===== config.mk =====
export PLATFORM = sky130hd
export DESIGN_NAME = timer_device_flat
export DESIGN_NICKNAME = d
export VERILOG_FILES = /design/src/rtl/timer_device_pkg.sv /design/src/rtl/timer_device_if.sv /design/src/rtl/timer_device.sv /design/src/flat_wrapper.sv
export SDC_FILE = /design/constraint.sdc
export NUM_CORES = 1
export LEC_CHECK = 0
export CAP_MARGIN = 10
export CORE_MARGIN = 2
export CORE_UTILIZATION = 45
export CTS_CLUSTER_DIAMETER = 30
export DETAILED_ROUTE_END_ITERATION = 10
export GPL_ROUTABILITY_DRIVEN = 0
export HOLD_SLACK_MARGIN = 0.12
export PLACE_DENSITY_LB_ADDON = 0.2
export SETUP_SLACK_MARGIN = 0.1
export SLEW_MARGIN = 0
export SYNTH_ARGS = -nofsm -noshare
export SYNTH_HDL_FRONTEND = slang
export SYNTH_SLANG_ARGS = --single-unit
export TNS_END_PERCENT = 50

===== constraint.sdc =====
create_clock -name clk -period 6.4 [get_ports clk]
set_input_delay 0.64 -clock clk [delete_from_list [all_inputs] [get_ports clk]]
set_output_delay 0.64 -clock clk [all_outputs]
set_load 0.01 [all_outputs]

===== src/rtl/timer_device_pkg.sv =====
// Shared constants for the memory-mapped countdown timer: register offsets,
// mode encodings, FSM state type and default base address.
package timer_device_pkg;

    localparam logic [1:0] TC_CTRL   = 2'd0;
    localparam logic [1:0] TC_PRESET = 2'd1;
    localparam logic [1:0] TC_COUNT  = 2'd2;

    localparam logic [1:0] TC_MODE_ONESHOT = 2'b00;
    localparam logic [1:0] TC_MODE_RELOAD  = 2'b01;

    localparam logic [31:0] TC_DEFAULT_BASE = 32'h0000_7F00;

    typedef enum logic [1:0] {
        TC_IDLE = 2'd0,
        TC_LOAD = 2'd1,
        TC_CNT  = 2'd2,
        TC_INT  = 2'd3
    } tc_state_e;

endpackage


===== src/rtl/timer_device_if.sv =====
// CPU-side bus into the timer's 16-byte register window.
// Bus: no handshake. A write commits on the rising edge where WE is high and
// Addr selects the window; Dout is combinational read data for Addr.
interface timer_device_if;
    logic [31:0] Addr;
    logic        WE;
    logic [31:0] Din;
    logic [31:0] Dout;

    modport master (output Addr, output WE, output Din, input Dout);
    modport slave  (input Addr, input WE, input Din, output Dout);
endinterface


===== src/rtl/timer_device.sv =====
// Countdown timer with CTRL/PRESET/COUNT registers; raises IRQ on expiry,
// level-held in one-shot mode and a single-cycle pulse in auto-reload mode.
module timer_device
    import timer_device_pkg::*;
#(
    parameter logic [31:0] BASE_ADDR  = TC_DEFAULT_BASE,
    parameter logic [31:0] RST_PRESET = 32'h0000_0000
) (
    input  logic          clk,
    input  logic          reset,
    timer_device_if.slave bus,
    output logic          IRQ,
    output logic [1:0]    dbg_state
);

    tc_state_e   state;
    logic [3:0]  ctrl;
    logic [31:0] preset;
    logic [31:0] count;
    logic        irq_flag;

    logic        sel;
    logic [1:0]  reg_idx;
    logic        wr_ctrl;
    logic        wr_preset;
    logic        reload;
    logic        unused_bits;

    assign sel       = (bus.Addr[31:4] == BASE_ADDR[31:4]);
    assign reg_idx   = bus.Addr[3:2];
    assign wr_ctrl   = sel && bus.WE && (reg_idx == TC_CTRL);
    assign wr_preset = sel && bus.WE && (reg_idx == TC_PRESET);
    assign reload    = (ctrl[2:1] == TC_MODE_RELOAD);

    assign unused_bits = ^{bus.Addr[1:0], bus.Din[31:4]};

    always_ff @(posedge clk or negedge reset) begin
        if (!reset) begin
            state    <= TC_IDLE;
            ctrl     <= 4'd0;
            preset   <= RST_PRESET;
            count    <= 32'd0;
            irq_flag <= 1'b0;
        end else begin
            case (state)
                TC_IDLE: begin
                    if (ctrl[0]) state <= TC_LOAD;
                end
                TC_LOAD: begin
                    count <= preset;
                    state <= TC_CNT;
                end
                TC_CNT: begin
                    if (!ctrl[0]) begin
                        state <= TC_IDLE;
                    end else if (count > 32'd1) begin
                        count <= count - 32'd1;
                    end else begin
                        // Expiry at <=1 so PRESET=0 behaves like 1 and COUNT never wraps.
                        count    <= 32'd0;
                        irq_flag <= 1'b1;
                        state    <= TC_INT;
                    end
                end
                TC_INT: begin
                    if (reload) begin
                        irq_flag <= 1'b0;
                        state    <= TC_LOAD;
                    end else begin
                        ctrl[0] <= 1'b0;
                        state   <= TC_IDLE;
                    end
                end
                default: state <= TC_IDLE;
            endcase

            // Bus writes come last so they override the FSM on the same edge.
            if (wr_ctrl) ctrl <= bus.Din[3:0];
            if (wr_preset) preset <= bus.Din;
            if (wr_ctrl || wr_preset) irq_flag <= 1'b0;
        end
    end

    always_comb begin
        bus.Dout = 32'd0;
        if (sel) begin
            case (reg_idx)
                TC_CTRL:   bus.Dout = {28'd0, ctrl};
                TC_PRESET: bus.Dout = preset;
                TC_COUNT:  bus.Dout = count;
                default:   bus.Dout = 32'd0;
            endcase
        end
    end

    assign IRQ       = irq_flag & ctrl[3];
    assign dbg_state = state;

endmodule


===== src/flat_wrapper.sv =====
// flat-port wrapper written by rule: the top's interface ports become plain ports
module timer_device_flat import timer_device_pkg::*;
#(
    parameter logic [31:0] BASE_ADDR  = TC_DEFAULT_BASE,
    parameter logic [31:0] RST_PRESET = 32'h0000_0000
)
  (clk, reset, IRQ, dbg_state, bus_Addr, bus_WE, bus_Din, bus_Dout);
  timer_device_if bus_i ();
  input  logic clk;
  input  logic reset;
  output logic IRQ;
  output logic [1:0] dbg_state;
  input wire logic [$bits(bus_i.Addr)-1:0] bus_Addr;
  input wire logic [$bits(bus_i.WE)-1:0] bus_WE;
  input wire logic [$bits(bus_i.Din)-1:0] bus_Din;
  output wire logic [$bits(bus_i.Dout)-1:0] bus_Dout;
  assign bus_i.Addr = bus_Addr;
  assign bus_i.WE = bus_WE;
  assign bus_i.Din = bus_Din;
  assign bus_Dout = bus_i.Dout;
  timer_device #(.BASE_ADDR(BASE_ADDR), .RST_PRESET(RST_PRESET)) u_core (.clk(clk), .reset(reset), .bus(bus_i), .IRQ(IRQ), .dbg_state(dbg_state));
endmodule

Word-level counts from Yosys, hierarchy flattened
Index checks and enable logic that the tools add are counted.
Widths: inputs -> output; s select.
{"block": "classes", "n_eq_ne": 14, "n_reduce_logical": 13, "n_bitwise": 1, "mux": 18, "addsub": 1, "order_cmp": 1}
{"cell": "$mux 32", "n": 3}
{"cell": "$pmux 32 s3", "n": 1}
{"cell": "$pmux 32 s2", "n": 1}
{"cell": "$gt 32x1->1 const B", "n": 1}
{"cell": "$sub 32x1->32 const B", "n": 1}
{"cell": "$eq 28x11->1 const B", "n": 1}
{"cell": "$mux 1", "n": 8}
{"cell": "$pmux 2 s4", "n": 1}
{"cell": "$eq 2x1->1 const B", "n": 3}
{"cell": "$eq 2x2->1 const B", "n": 3}
{"cell": "$mux 2", "n": 3}
{"cell": "$ne 2x1->1 const B", "n": 3}
{"cell": "$ne 3x1->1 const B", "n": 2}
{"cell": "$ne 3x3->1 const B", "n": 2}
{"cell": "$reduce_and 2->1", "n": 3}
{"cell": "$logic_not 2->1", "n": 2}
{"cell": "$reduce_and 4->1", "n": 1}
{"cell": "$reduce_bool 2->1", "n": 2}
{"cell": "$logic_and 1x1->1", "n": 3}
{"cell": "$reduce_bool 3->1", "n": 1}
{"cell": "$pmux 1 s2", "n": 1}
{"cell": "$and 1x1->1", "n": 1}
{"cell": "$logic_or 1x1->1", "n": 1}
{"block": "word_totals", "output_inout_bits": 35, "wordCells": 54, "register_bits": 71, "in_bits": 67}

Logic depth before layout (Yosys ltp)
{"block": "depth", "ltp_word": 6, "depth_mapped": 8, "depth_no_buf": 7}

Least setup slack after synthesis
OpenSTA, ideal clock, no wires.
{"block": "synth_path", "kind": "input-to-output", "from": "input port bus_Addr[5]", "to": "output port bus_Dout[10]", "required_time_ns": 5.760, "cell_stages": 5, "arrival_time_ns": 2.197, "slack_ns": 3.563, "path_buffers": 2, "path_cell_list": "or4b_1 > or4_1 > buf_2 > buf_1 > nor2_1"}
{"block": "synth_via", "elab_chain_cells": 2}
{"element": "from (decl)", "line_no": "flat_wrapper.sv:13", "source": "input wire logic [$bits(bus_i.Addr)-1:0] bus_Addr;"}
{"element": "$eq 28x11->1", "line_no": "timer_device.sv:29", "source": "assign sel = (bus.Addr[31:4] == BASE_ADDR[31:4]);"}
{"element": "$mux 32", "line_no": "timer_device.sv:86", "source": "if (sel) begin"}
{"element": "to (decl)", "line_no": "flat_wrapper.sv:16", "source": "output wire logic [$bits(bus_i.Dout)-1:0] bus_Dout;"}
No other way between the ends.

Worst setup path in the final report
{"block": "layout_path", "from": "input port bus_Addr[5]", "to": "output port bus_Dout[30]"}
Same word-level chain as after synthesis.

==> out/metrics.cfg <==
[run_status]
run_status = finished clean

[worst_setup_path]
path_buf_inv = 3
crit_chain = clkdlybuf4s50_1 > or4b_1 > or4_1 > buf_4 > nor2_1 > clkdlybuf4s50_1
path_class = primary input to output port
cp.required_ns = 5.76
cp_slowest_cell = clkdlybuf4s50_1
path_max_fanout = 35
crit_path_start_kind = primary input
critPathTopFamily = buffers and inverters
crit_top_cell = clkdlybuf4s50_1
critPathCaptureType = output port
cp_data_arrival_time_ns = 3.03
max_stage_delay_ns = 0.56

[cells_and_area]
post_route_cells_drive_above_1_share_pct = 14.3
diodes = 0
final_nets = 590
register_area_um2 = 1780
multi_input_area_um2 = 2280
area_growth_pct = 29.1
fillCellCount = 810
final_cell_area_um2 = 5440

[detailed_routing]
drc_errors = 0
wirelength_um = 11100
drtAntennaViolNets = 0
wl_per_cell_um = 17.5
firstDrtPassIters = 5
vias = 3934
drt_iter0_drc = 210
viasPerCell = 6.20

[clock_network]
cts_tree = done
numCtsBuffers = 9
post_cts_buffers = 0
clock-sinks = 71
clock_latency_ns = 0.35
post_cts_resized = 0
clk_pin_slew_ns = 0.07
cts_root_buf = clkbuf_8
clock_path_buffers = 2
cts_hold_buffers = 0
htree_num_levels = 3

[power_and_ir_drop]
peakVddDrop_uv = 71.9
power_density_nw_per_um2 = 153
leakage_nw = 2.34
power.total_uw = 831

[synthesis]
netlist_area_um2 = 4210
synth-edff-count = 0
yosysUniqueCellTypes = 53
ys_top_cells_by_area = dfrtp_1 42%, mux2_2 9.4%, a22oi_1 7.8%, nor2_1 4.1%, nand3_1 3.3%
async_flop_share_pct = 100
syn_inst = 434
synth-main-ff-cell = dfrtp_1
yosys.area.top_type = dfrtp_1
synth_nets = 503
yosysSeqAreaShare_pct = 42.2
synth-seq-cells = 71
synth_warnings = 0
avgSynthCellArea_um2 = 9.70
synth_top_area_share_pct = 42.2

[timing]
worst-slew-pin-transition_ns = 0.912
tns_ns = 0
clock_skew_ns = 0.00686
fmax_mhz = 273
worst_slack_ns = 2.73
rsz0062_at_grt = false
period_share_pct = 57.3
maxSlewHeadroom_pct = 39.2
drv_slew = 0
finalHoldViolations = 0
setup_viol = 0
finalCriticalPeriod_ns = 3.67

[floorplanning]
num_rows = 35
die_x_um = 101
dieArea_um2 = 10100
dieHeight_um = 101
io_pins = 102
initial_core_util_pct = 46.0
fp.coreArea_um2 = 9150

[min_path]
hold_path_class = primary input to async pin

[grt]
antenna_found_initial = 0
grt_pass1_vias = 3771
grt_pass1_wl_um = 18300
grtUsageTotal_pct = 22.6
grt_max_degree = 72
grt.overflow.total = 0

[place]
portBuffers = 99
place_hpwl_um = 7400
place_ws_ns = 2.48
placed_area_um2 = 5260

[run]
drv_cap = 0

[placed cells by master, fill, tap and decap left out, drive strengths merged, types with 11 or more instances in the layout]
master / synthesis / layout
nor2: 46 / 46
a22oi: 44 / 44
nor4: 11 / 11
nand2: 17 / 17
dfrtp: 71 / 71
clkdlybuf4s50: 0 / 98
nand3: 28 / 28
mux2: 36 / 36
a21oi: 15 / 15
o311ai: 17 / 17
clkbuf: 23 / 13
or3: 11 / 11
[registers in the layout, summed over array words and instances, names as in the netlist]
name and count:
u_core.count 32, u_core.dbg_state 2, u_core.ctrl 4, u_core.irq_flag 1
u_core.preset 32
[worst paths after layout]
kind                                     start           endpoint  slack [ns]  cells past startpoint
setup / recovery                   bus_Addr[5]       bus_Dout[30]        2.73                      6
hold / removal                           reset  u_core.preset[10]        0.51                      2
setup reg to reg           u_core.dbg_state[0]   u_core.count[18]        3.22                      6
hold reg to reg              u_core.preset[12]  u_core.preset[12]        0.54                      1
max in group asynchronous                reset   u_core.count[29]        5.31                      2
min in group clk             u_core.preset[12]  u_core.preset[12]        0.54                      1
[logic make-up after synthesis]
group	share of synthesized area (%)
mux	11.5
fa+ha+maj	0.594
simple gates	23.1
flops	42.2
compound gates	18.6
buf+inv	4.04
[worst register-to-register path, delay by kind of cell (launching register included)]
family	cells	cell delay (ns)
simple gates	2	0.94
flops	1	0.65
buf+inv	2	0.76
compound gates	2	0.69
[cell type report]
type | count | area share (%)
multi-input combinational | 325 | 41.9
sequential | 71 | 32.7
timing repair buffer | 107 | 19.4
clock buffer | 13 | 2.92
tap | 111 | 2.56
inverter | 7 | 0.483
clock inverter | 1 | 0.0921
[layer usage]
| layer | vias to the layer above | wire length, um | track usage [%] |
|---|---|---|---|
| li1 | 1848 | - | - |
| met1 | 1902 | 5080 | 31.6 |
| met2 | 164 | 5080 | 35.3 |
| met3 | 20 | 817 | 4.65 |
| met4 | 0 | 157 | 6.74 |
| met5 | - | 0 | 0 |
[synth_stat cells, drive strengths merged (6+ instances only)]
library cell / instances
a21oi: 15
a22oi: 44
and3: 6
buf: 8
clkbuf: 23
dfrtp: 71
inv: 7
mux2: 36
mux2i: 8
nand2: 17
nand3: 28
nand4: 6
nor2: 46
nor3: 10
nor4: 11
o211ai: 6
o21ai: 7
o311ai: 17
or2: 6
or3: 11
or4: 9
[stage by stage]
| step | hold slack, ns | instances | utilization (%) |
|---|---|---|---|
| detailed placement | 0.526 | 620 | 57.4 |
| finish | 0.506 | 635 | 59.4 |
| CTS | 0.542 | 634 | 59.2 |
| global placement | 0.513 | 620 | 57.4 |
| floorplan | 0.344 | 434 | - |
| global route | 0.555 | 635 | 59.4 |
[power breakdown]
group          switching (mW)  internal [mW]  leakage [nW]
clock network           0.165          0.157        0.0854
logic                  0.0232         0.0372          1.27
registers        0.0000000259          0.448         0.987
total                   0.188          0.643          2.34
Power figures use the tool's default switching activity.
